File: src/rtl/run_gen_pkg.sv
// Shared encodings and default widths for the ones-run
// transmitter and its paired receiver.
package run_gen_pkg;

  localparam int LEN_W_DEF = 4;
  localparam int CNT_W_DEF = 8;

  typedef enum logic [1:0] {
    ST_IDLE = 2'b00,
    ST_RUN  = 2'b01,
    ST_GAP  = 2'b10,
    ST_BAD  = 2'b11
  } state_t;

endpackage

File: src/rtl/run_len_counter.sv
// Loadable down-counter for the run engine.
// last flags the final 1 of a run.
module run_len_counter #(
  parameter int LEN_W = 4
) (
  input  logic             clk,
  input  logic             rst,
  input  logic             load,
  input  logic             dec,
  input  logic [LEN_W-1:0] len,
  output logic             last
);

  logic [LEN_W-1:0] cnt;

  always_ff @(posedge clk) begin
    if (!rst)
      cnt <= '0;
    else if (load)
      cnt <= len;
    else if (dec && cnt != '0)
      cnt <= cnt - 1'b1;
  end

  assign last = (cnt == LEN_W'(1));

endmodule

File: src/rtl/run_pattern_gen.sv
// Ones-run transmitter: L ones then a single 0,
// with a one-entry pending slot for back-to-back runs.
module run_pattern_gen
  import run_gen_pkg::*;
#(
  parameter int LEN_W = LEN_W_DEF,
  parameter int CNT_W = CNT_W_DEF
) (
  input  logic             clk,
  input  logic             rst,
  input  logic             start,
  input  logic [LEN_W-1:0] len,
  output logic             ready,
  output logic             x,
  output logic             done,
  output logic             busy,
  output logic [1:0]       state,
  output logic [CNT_W-1:0] runs_sent
);

  state_t           st_q, st_d;
  logic             pend_v_q, pend_v_d;
  logic [LEN_W-1:0] pend_q, pend_d;
  logic [LEN_W-1:0] load_len;
  logic             load;
  logic             last;
  logic             accept;
  logic             x_q, done_q, busy_q;
  logic [CNT_W-1:0] runs_q;

  assign ready  = ~pend_v_q;
  assign accept = start & ready;

  run_len_counter #(
    .LEN_W(LEN_W)
  ) u_cnt (
    .clk (clk),
    .rst (rst),
    .load(load),
    .dec (st_q == ST_RUN),
    .len (load_len),
    .last(last)
  );

  always_comb begin
    st_d     = st_q;
    pend_v_d = pend_v_q;
    pend_d   = pend_q;
    load     = 1'b0;
    load_len = len;
    case (st_q)
      ST_IDLE: begin
        if (accept) load = 1'b1;
      end
      ST_RUN: begin
        if (accept) begin
          pend_v_d = 1'b1;
          pend_d   = len;
        end
        if (last) st_d = ST_GAP;
      end
      ST_GAP: begin
        if (pend_v_q) begin
          load     = 1'b1;
          load_len = pend_q;
          pend_v_d = 1'b0;
        end else if (accept) begin
          load = 1'b1;
        end else begin
          st_d = ST_IDLE;
        end
      end
      default: st_d = ST_IDLE;
    endcase
    // a zero-length run goes straight to its separator
    if (load)
      st_d = (load_len != '0) ? ST_RUN : ST_GAP;
  end

  always_ff @(posedge clk) begin
    if (!rst) begin
      st_q     <= ST_IDLE;
      pend_v_q <= 1'b0;
      pend_q   <= '0;
      x_q      <= 1'b0;
      done_q   <= 1'b0;
      busy_q   <= 1'b0;
      runs_q   <= '0;
    end else begin
      st_q     <= st_d;
      pend_v_q <= pend_v_d;
      pend_q   <= pend_d;
      x_q      <= (st_d == ST_RUN);
      done_q   <= (st_d == ST_GAP);
      busy_q   <= (st_d != ST_IDLE);
      if (st_q == ST_GAP)
        runs_q <= runs_q + 1'b1;
    end
  end

  assign x         = x_q;
  assign done      = done_q;
  assign busy      = busy_q;
  assign state     = st_q;
  assign runs_sent = runs_q;

endmodule

File: config.mk
export PLATFORM = sky130hd
export DESIGN_NAME = run_pattern_gen
export DESIGN_NICKNAME = d
export VERILOG_FILES = /design/src/rtl/run_gen_pkg.sv /design/src/rtl/run_len_counter.sv /design/src/rtl/run_pattern_gen.sv
export SDC_FILE = /design/constraint.sdc
export NUM_CORES = 1
export LEC_CHECK = 0
export CORE_MARGIN = 5
export CORE_UTILIZATION = 40
export DETAILED_ROUTE_END_ITERATION = 12
export PLACE_DENSITY = 0.77
export SLEW_MARGIN = 20
export SYNTH_ARGS = -nofsm -noshare
export SYNTH_HDL_FRONTEND = slang
export SYNTH_SLANG_ARGS = --single-unit
export TNS_END_PERCENT = 30
File: constraint.sdc
create_clock -name clk -period 1.3 [get_ports clk]
set_input_delay 0.26 -clock clk [delete_from_list [all_inputs] [get_ports clk]]
set_output_delay 0.26 -clock clk [all_outputs]
set_load 0.05 [all_outputs]
# ---- Word level (Yosys, flattened, before mapping)
# Index checks and enable logic that the tools add are counted.
dict set report word_totals {
  register_bits 22
  elab_cells 42
}
dict set report classes {
  n_addsub 2
  eq_ne 6
  n_mux 15
  n_bitwise 2
  reduce_logical 9
}
# op count
set op_table {}
lappend op_table {{4-bit two-way mux} 4}
lappend op_table {{2-bit two-way mux} 5}
lappend op_table {{8-bit by 1-bit adder with 8-bit output (second input constant)} 1}
lappend op_table {{4-bit nonzero test} 2}
lappend op_table {{2-bit case mux with 3 select lines} 1}
lappend op_table {{2-bit nonzero test} 3}
lappend op_table {{2-bit by 1-bit == test with 1-bit output (second input constant)} 2}
lappend op_table {{2-bit == test (second input constant)} 2}
lappend op_table {{4-bit by 1-bit == test with 1-bit output (second input constant)} 1}
lappend op_table {{1-bit case mux with 2 select lines} 2}
lappend op_table {{2-bit AND reduction} 2}
lappend op_table {{4-bit by 1-bit subtractor with 4-bit output (second input constant)} 1}
lappend op_table {{1-bit two-way mux} 3}
lappend op_table {{2-bit logical NOT} 1}
lappend op_table {{2-bit != test (second input constant)} 1}
lappend op_table {{1-bit bitwise AND} 1}
lappend op_table {{1-bit logical AND} 1}
lappend op_table {{1-bit NOT} 1}

# ---- Depth between registers and ports, before layout
# Gate-level depths: netlist of run 1.
dict set report logic_depth {
  ltp_word 7
  mapped_depth 6
  ltp_nobuf 6
}

# ---- By module
# A second synthesis of run 1 with hierarchy kept.
dict set report hier_totals {
  cells_unflattened 123
  hier_area_um2 1126.1
}
# module n_inst cells_per_inst area_per_inst_um2 seq_area_each_um2
set by_module_without_submodules {}
lappend by_module_without_submodules {run_pattern_gen 1 88 854.6 360.3}
lappend by_module_without_submodules {run_len_counter 1 35 271.5 80.1}

# ---- Worst setup path after synthesis of run 1
# No wires, ideal clock.
dict set report synth_path {
  path_kind {reg-to-reg}
  from {register st_q[1] (netlist: state[1])}
  to {register runs_q[4] (netlist: runs_sent[4])}
  setup_time_ns 0.115
  arrival_ns 1.511
  path_slack_ns -0.326
  path_stages_with_launch 6
  n_path_buf 1
  path_cell_list {dfxtp_1 -> nor2b_1 -> buf_2 -> nand4_1 -> xnor2_1 -> and2_1}
}
dict set report synth_via {
  elab_chain_cells 1
}
# element line_no
set synth_rtl {}
lappend synth_rtl {{from (decl)} run_pattern_gen.sv:21} ;# state_t st_q, st_d;
lappend synth_rtl {{from (signal assigned)} run_pattern_gen.sv:90} ;# st_q <= st_d;
lappend synth_rtl {{2-bit == test} run_pattern_gen.sv:96} ;# if (st_q == ST_GAP)
lappend synth_rtl {{to (signal assigned)} run_pattern_gen.sv:97} ;# runs_q <= runs_q + 1'b1;
lappend synth_rtl {{to (decl)} run_pattern_gen.sv:29} ;# logic [CNT_W-1:0] runs_q;
# No other way between the ends.
# A chain may end at the register's enable or synchronous reset.

# ---- Worst setup path after layout of run 1
dict set report layout_path {
  from {register st_q[1] (netlist: state[1])}
  to {register u_cnt.cnt[2]}
}
dict set report layout_via {
  elab_chain_cells 3
  word_cells_on_any_way 8
}
# element line_no
set layout_rtl {}
lappend layout_rtl {{2-bit == test, or another cell as far along} run_pattern_gen.sv:51} ;# case (st_q)
lappend layout_rtl {{1-bit case mux with 2 select lines, or another cell as far along} run_pattern_gen.sv:51}
lappend layout_rtl {{4-bit two-way mux / 2-bit nonzero test (equally long branches)} --}
lappend layout_rtl {{to (signal assigned)} run_len_counter.sv:20} ;# cnt <= len;
lappend layout_rtl {{to (signal assigned)} run_len_counter.sv:22} ;# cnt <= cnt - 1'b1;
lappend layout_rtl {{to (decl)} run_len_counter.sv:14} ;# logic [LEN_W-1:0] cnt;
# Parallel ways exist; a longest one is shown, timed or not.

==> impl_table.tex, run 1 <==
\begin{tabular}{lr}
\hline
Metric & Value \\
\hline
\multicolumn{2}{l}{\textbf{Cells and area}} \\
Commonest non-fill, non-tap cell in the layout & sky130\_fd\_sc\_hd\_\_buf\_4 \\
Proportion of layout cells with a drive suffix above 1 & 36.4\% \\
Number of antenna repair diodes & 0 \\
Most frequent cells in the layout & sky130\_fd\_sc\_hd\_\_buf\_4 (18), sky130\_fd\_sc\_hd\_\_buf\_12 (14), sky130\_fd\_sc\_hd\_\_dfxtp\_1 (12) \\
Final instance count without filler cells & 184 \\
Total Nets Final & 165 \\
Area Overhead vs Synth & 54.0\% \\
Final Core Density & 65.3\% \\
\multicolumn{2}{l}{\textbf{CTS}} \\
Clock-pin slew on the worst setup and hold paths & 0.12 ns \\
Clock net sink count & 22 \\
Clk\_lat worst skew & approximately 0.30 ns \\
Clk Tree Root Cell & sky130\_fd\_sc\_hd\_\_clkbuf\_4 \\
Number of CTS-inserted buffers & 3 \\
TritonCTS clock tree & built \\
Hold-fix buffer count after cts & 0 \\
Largest buffer count on any clock path & 2 \\
Total number of H-tree levels & 1 \\
\multicolumn{2}{l}{\textbf{Outcome}} \\
Run status & complete, no violations \\
\multicolumn{2}{l}{\textbf{Timing}} \\
Slew margin rel. & a little under 80\% \\
Share of the clock period used by the worst path after layout & about 100\% \\
Final sum of negative setup slack & 0 ns \\
Pins Over Slew Limit & 0 \\
Number of endpoints with negative hold slack in the final report & 0 \\
Number of endpoints failing setup at the final stage & 0 \\
Slew at the pin with the worst max-slew slack & 0.336 ns \\
Final min period & between 1 and 1.5 ns \\
Fin Clk Skew & approximately 0.0091 ns \\
Max Freq & slightly below 800 MHz \\
RSZ-0062 raised after global routing & yes \\
Minimum setup slack in the final design & 0.00548 ns \\
\multicolumn{2}{l}{\textbf{Drt}} \\
Vias post-DR & 992 \\
Number of DRC violations after detailed routing & 0 \\
Final wirelength & approximately 2500 um \\
Routed length per placed instance & 13.8 um \\
DRT Pass-1 Iters & 4 \\
Detailed-route vias per instance & 5.39 \\
Count of routing violations after the opening detailed-route iteration & 18 \\
Number of antenna-violating nets in the routed design & 0 \\
\multicolumn{2}{l}{\textbf{Floorplan}} \\
Die Span X & approximately 62 um \\
Height of the die & 61.7 um \\
Top Ports & 21 \\
Initial Util & a little over two fifths \\
Die Footprint & 0.00381 mm2 \\
Standard-cell row count & 18 \\
Std-Cell Core Area & 0.00252 mm2 \\
\multicolumn{2}{l}{\textbf{Logic synthesis}} \\
Sequential-to-total area share from yosys stat & 41.2\% \\
Area fraction of the dominant cell type after synthesis & 41.2\% \\
Synth Area per Inst & 9.30 um2 \\
Number of synthesized register bits & 22 \\
Number of warnings reported in the yosys synthesis log & 0 \\
Count of distinct cell types in the synthesized netlist & 34 \\
Cell area after synthesis & 0.00107 mm2 \\
Synthesized net count & between 100 and 150 \\
Main area contributors after synthesis & sky130\_fd\_sc\_hd\_\_dfxtp\_1 (41\%), sky130\_fd\_sc\_hd\_\_xnor2\_1 (5.7\%), sky130\_fd\_sc\_hd\_\_mux2i\_1 (5.6\%), sky130\_fd\_sc\_hd\_\_and2\_1 (4.7\%), sky130\_fd\_sc\_hd\_\_a21boi\_0 (3.5\%) \\
Leading area contributor after synthesis & sky130\_fd\_sc\_hd\_\_dfxtp\_1 \\
Cells after synthesis & 115 \\
\multicolumn{2}{l}{\textbf{Critical path}} \\
Arrival time at the worst endpoint & 1.49 ns \\
Sort of element at the start of the critical path & register \\
Worst endpoint required time & 1.50 ns \\
CP Class & register to register \\
Worst Setup End Kind & register \\
Maximum fanout along the worst path & 8 \\
\multicolumn{2}{l}{\textbf{Place}} \\
Detailed Place HPWL & 1900 um \\
Port buffer count & 20 \\
Gp weighted congestion & about 0.85 \\
DP Cell Count & $\sim$180 \\
Setup slack at placement & -0.269 ns \\
\multicolumn{2}{l}{\textbf{Power}} \\
Leakage & 0.686 nW \\
Clock power share & 23.6\% \\
Sequential fraction of design power & 48.7\% \\
Internal power component & 1.11 mW \\
Power density cells & $\sim$950 mW/mm2 \\
Fraction of power spent switching nets & 29.3\% \\
Peak supply drop & between 700 and 800 uV \\
P\_sw & approximately 460 uW \\
Share of power burned in combinational logic & 27.7\% \\
\multicolumn{2}{l}{\textbf{Global routing}} \\
All-layer global routing usage & 15.0\% \\
Maximum number of pins on one net before global-route repair & 14 \\
Wire length of the first global-routing pass & 4280 um \\
Antenna violations before repair & 0 \\
Total global routing overflow & 0 \\
Number of global-route vias before repair & 961 \\
\multicolumn{2}{l}{\textbf{Run}} \\
Count of maximum capacitance violations & 0 \\
\multicolumn{2}{l}{\textbf{Worst hold path}} \\
Type of the most critical hold path & register to register \\
\hline
\end{tabular}
## metrics by stage
step | total power, mW | hold slack, ns | instance area (um2)
5_1_grt | 1.66 | 0.549 | 1650
4_1_cts | 1.55 | 0.521 | 1590
6_report | 1.57 | 0.521 | 1650
2_1_floorplan | 0.995 | 0.404 | 1090
3_5_place_dp | 1.18 | 0.504 | 1550
3_3_place_gp | 1.17 | 0.495 | 1550
## worst paths after layout
check | depth (start not counted) | slack (ns) | end | from
setup / recovery | 3 | 0.005 | u_cnt.cnt[2] | state[1]
hold / removal | 2 | 0.52 | pend_q[1] | pend_q[1]
setup reg to reg | 3 | 0.005 | u_cnt.cnt[2] | state[1]
hold reg to reg | 2 | 0.52 | pend_q[1] | pend_q[1]
## cell type report
cell class	count	area (um2)
Fill cell	215	875
Multi-Input combinational cell	85	612
Timing Repair Buffer	39	487
Sequential cell	22	460
Tap cell	30	37.5
Clock buffer	4	36.3
Inverter	4	15.0
## per-layer routing
layer	GRT usage (%)	vias up	part of all wire, %
li1	-	481	-
met3	3.10	4	6.2
met5	0	-	0
met1	17.2	477	40
met4	4.85	0	0.98
met2	27.5	30	53
## registers in the layout, summed over array words and instances, names as in the netlist
register   cells
runs_sent      8
pend_q         4
state          2
u_cnt.cnt      4
x              1
busy           1
pend_v_q       1
done           1
## logic make-up after synthesis
group | share of synthesized area (%)
xor gates and xnor gates | 6.55
DFF | 41.2
buffers and inverters | 3.16
and+or+nand+nor | 24.1
muxes | 5.61
AOI/OAI and AO/OA | 15.9
adders and majority gates | 3.51
## power by group through the flow
stage / Clock, mW / Combinational, mW / Sequential, mW
3_3_place_gp: 0 / 0.395 / 0.771
6_report: 0.370 / 0.433 / 0.762
2_1_floorplan: 0 / 0.185 / 0.810
4_1_cts: 0.378 / 0.416 / 0.760
5_1_grt: 0.425 / 0.464 / 0.771
3_5_place_dp: 0 / 0.410 / 0.775
## Yosys cell counts (all sizes together)
library cell  count
dfxtp            22
nand2             9
a21boi            8
and2              8
o21ai             7
xnor2             7
mux2i             6
inv               4
nand3             4
nand4             4
nor2              4
nor2b             4
buf               3
ha                3
and3              2
nand2b            2
nand3b            2
nor3              2
nor4              2
o21a              2
a211oi            1
a21oi             1
a22oi             1
a32oi             1
and2b             1
and4b             1
clkbuf            1
o211a             1
o311a             1
xor2              1
## repair_timing
action                                  in CTS  in global routing
cloned                                       0                  1
hold endpoints to repair                     0                  0
setup buffers                                0                  4
resized for setup                            1                  7
endpoints found under the setup margin       1                 18
pin swaps                                    0                  1
## critical path: stages (launching register included)
cell and delay, ns:
sky130_fd_sc_hd__dfxtp_4 0.41, sky130_fd_sc_hd__and2b_4 0.22, sky130_fd_sc_hd__and4b_1 0.20, sky130_fd_sc_hd__o311a_1 0.37
Power figures use the tool's default switching activity.
==> run 2, diff against run 1 <==
CAP_MARGIN = 20   (was not set)
==> results of run 2 <==
Final layout, timing and power as in run 1 (identical DEF).
==> run 3, diff against run 2 <==
CORE_UTILIZATION = 35   (was 40)
PLACE_DENSITY = 0.7   (was 0.77)
==> impl_table.tex, run 3 (synthesis results as in run 1) <==
\begin{tabular}{lr}
\hline
Metric & Value \\
\hline
\multicolumn{2}{l}{\textbf{Outcome}} \\
Run status & complete, but fails checks \\
Violations in the final reports & negative setup slack \\
\multicolumn{2}{l}{\textbf{Timing}} \\
Slew at the pin with the worst max-slew slack & 0.328 ns (-0.00782 ns) \\
Max Freq & 762 MHz (-1.3\%) \\
Share of the clock period used by the worst path after layout & 101\% (+1.3 points) \\
RSZ-0062 raised after global routing & yes \\
Final min period & 1.31 ns (+0.0174 ns) \\
Number of endpoints failing setup at the final stage & 1 (+1) \\
Number of endpoints with negative hold slack in the final report & 0 (unchanged) \\
Pins Over Slew Limit & 0 (unchanged) \\
Fin Clk Skew & 0.00263 ns (-0.00645 ns) \\
Minimum setup slack in the final design & -0.0119 ns (-0.0174 ns) \\
Slew margin rel. & 77.9\% (+0.34 points) \\
Final Hold Slack & 0.517 ns (-0.00378 ns) \\
Final sum of negative setup slack & -0.0119 ns (-0.0119 ns) \\
\multicolumn{2}{l}{\textbf{Place}} \\
DP Cell Count & 175 (unchanged) \\
Port buffer count & 20 (unchanged) \\
Detailed Place HPWL & 1840 um (-3.1\%) \\
Gp weighted congestion & 0.848 (-0.70\%) \\
\multicolumn{2}{l}{\textbf{Critical path}} \\
CP Class & register to register \\
Endpoint of the lowest-slack register-to-register path & done \\
Worst flop-to-flop path startpoint & state[0] \\
FF-to-FF path depth & 4 (+1) \\
Worst endpoint required time & 1.55 ns (+0.05 ns) \\
Maximum fanout along the worst path & 9 (+1) \\
Cell class contributing the biggest share of worst-path delay & simple AND/OR/NAND/NOR gates \\
Sort of element at the start of the critical path & register \\
Arrival time at the worst endpoint & 1.56 ns (+0.07 ns) \\
Buffers plus inverters on the worst setup path & 0 (unchanged) \\
Critical-path top delay cell & sky130\_fd\_sc\_hd\_\_dfxtp\_4 \\
Flop2flop setup slack & -0.01 ns (-0.02 ns) \\
Delay of the slowest critical-path stage & 0.41 ns (about the same) \\
Critical path cell sequence & nand3b\_2, mux2i\_2, nand2b\_1, a21boi\_1 \\
Worst Setup End Kind & register \\
\multicolumn{2}{l}{\textbf{CTS}} \\
Clk Tree Root Cell & sky130\_fd\_sc\_hd\_\_clkbuf\_4 \\
Clk\_lat worst skew & 0.31 ns (about the same) \\
Clock net sink count & 22 (unchanged) \\
Total number of H-tree levels & 1 (unchanged) \\
Number of CTS-inserted buffers & 3 (unchanged) \\
Largest buffer count on any clock path & 2 (unchanged) \\
Hold-fix buffer count after cts & 0 (unchanged) \\
Clock-pin slew on the worst setup and hold paths & 0.13 ns (about the same) \\
TritonCTS clock tree & built \\
\multicolumn{2}{l}{\textbf{Drt}} \\
Number of antenna-violating nets in the routed design & 0 (unchanged) \\
Final wirelength & 2480 um (-2.8\%) \\
Number of DRC violations after detailed routing & 0 (unchanged) \\
Vias post-DR & 966 (-2.6\%) \\
Detailed-route vias per instance & 5.31 (-1.6\%) \\
Routed length per placed instance & 13.6 um (-1.7\%) \\
DRT Pass-1 Iters & 4 (unchanged) \\
Count of routing violations after the opening detailed-route iteration & 54 (+36) \\
\multicolumn{2}{l}{\textbf{Power}} \\
Peak supply drop & 1330 uV (+74\%) \\
Power density cells & 1040 mW/mm2 (+9.6\%) \\
Leakage & 0.666 nW (-2.9\%) \\
Power consumption & 1.71 mW (+9.4\%) \\
\multicolumn{2}{l}{\textbf{Global routing}} \\
Wire length of the first global-routing pass & 3950 um (-7.8\%) \\
Number of global-route vias before repair & 890 (-7.4\%) \\
Total global routing overflow & 0 (unchanged) \\
Antenna violations before repair & 0 (unchanged) \\
All-layer global routing usage & 11.8\% (-3.2 points) \\
Maximum number of pins on one net before global-route repair & 14 (unchanged) \\
\multicolumn{2}{l}{\textbf{Cells and area}} \\
Most frequent cells in the layout & sky130\_fd\_sc\_hd\_\_buf\_12 (14), sky130\_fd\_sc\_hd\_\_dfxtp\_1 (13), sky130\_fd\_sc\_hd\_\_buf\_4 (13) \\
Final instance count without filler cells & 182 (-1.1\%) \\
Number of fillers in the final layout & 260 (+21\%) \\
Number of antenna repair diodes & 0 (unchanged) \\
Total Nets Final & 160 (-3.0\%) \\
Flip-flop count of the largest register, all copies and words added & 8 (unchanged) \\
Proportion of layout cells with a drive suffix above 1 & 34.2\% (-2.1 points) \\
Commonest non-fill, non-tap cell in the layout & sky130\_fd\_sc\_hd\_\_buf\_12 \\
Area Overhead vs Synth & 53.7\% \\
\multicolumn{2}{l}{\textbf{Floorplan}} \\
Die Span X & 65.3 um (+5.8\%) \\
Top Ports & 21 (unchanged) \\
Initial Util & 35.6\% (-6.8 points) \\
Die Footprint & 0.00426 mm2 (+12\%) \\
Height of the die & 65.3 um (+5.8\%) \\
Std-Cell Core Area & 0.00300 mm2 (+19\%) \\
Standard-cell row count & 20 (+2) \\
\multicolumn{2}{l}{\textbf{Worst hold path}} \\
Hold Crit Start & pend\_q[3] \\
Hold Path Depth & 2 (unchanged) \\
Worst hold path endpoint & pend\_q[3] \\
Type of the most critical hold path & register to register \\
\multicolumn{2}{l}{\textbf{Run}} \\
Count of maximum capacitance violations & 0 (unchanged) \\
\hline
\end{tabular}
==> run 3: layout make-up <==
class / count / area, um2 / area share (%)
clock buffers: 3 / 22.5 / 1.37
clock inverters: 1 / 30.0 / 1.83
inverters: 4 / 20.0 / 1.22
multi-input cells: 85 / 618 / 37.6
flip-flops and latches: 22 / 459 / 27.9
well taps: 33 / 41.3 / 2.51
repair buffers: 34 / 453 / 27.5
==> run 3: repair_timing <==
item	CTS	global route
resized for setup	4	8
setup buffers	0	3
endpoints found under the hold margin	0	0
pin swaps	1	0
endpoints found under the setup margin	2	13
==> run 3: stage by stage <==
stage                     util, %  cell area, um2  worst slack (ns)
after floorplan                 -            1090          0.000852
after global placement       51.0            1530            -0.235
after detailed placement     51.0            1530            -0.313
after CTS                    53.0            1590           0.00158
after global routing         54.8            1640           -0.0482
final                        54.8            1640           -0.0119
==> run 3: where the power goes <==
part           total [mW]  switching, mW  internal (mW)
Clock               0.528          0.216          0.312
Combinational       0.424          0.211          0.214
Sequential          0.760         0.0452          0.715
==> run 3: routing by layer <==
layer | GRT usage [%] | vias to the layer above | wire length [um]
met5 | 0 | - | 0
met4 | 3.11 | 0 | 29
met3 | 3.59 | 4 | 129
met2 | 21.1 | 31 | 1260
met1 | 13.4 | 460 | 1050
li1 | - | 471 | -
==> run 3: worst max path at each step <==
stage / startpoint / to / cells past startpoint
floorplan: state[1] / u_cnt.cnt[2] / 3
global placement: len[3] / x / 5
detailed placement: start / u_cnt.cnt[0] / 5
CTS: u_cnt.cnt[1] / u_cnt.cnt[2] / 4
global route: state[0] / done / 4
finish: state[0] / done / 4
==> run 3: worst register-to-register path, cell delays in order, from the launching register on <==
cell	delay [ns]
sky130_fd_sc_hd__dfxtp_4	0.41
sky130_fd_sc_hd__nand3b_2	0.29
sky130_fd_sc_hd__mux2i_2	0.21
sky130_fd_sc_hd__nand2b_1	0.19
sky130_fd_sc_hd__a21boi_1	0.16
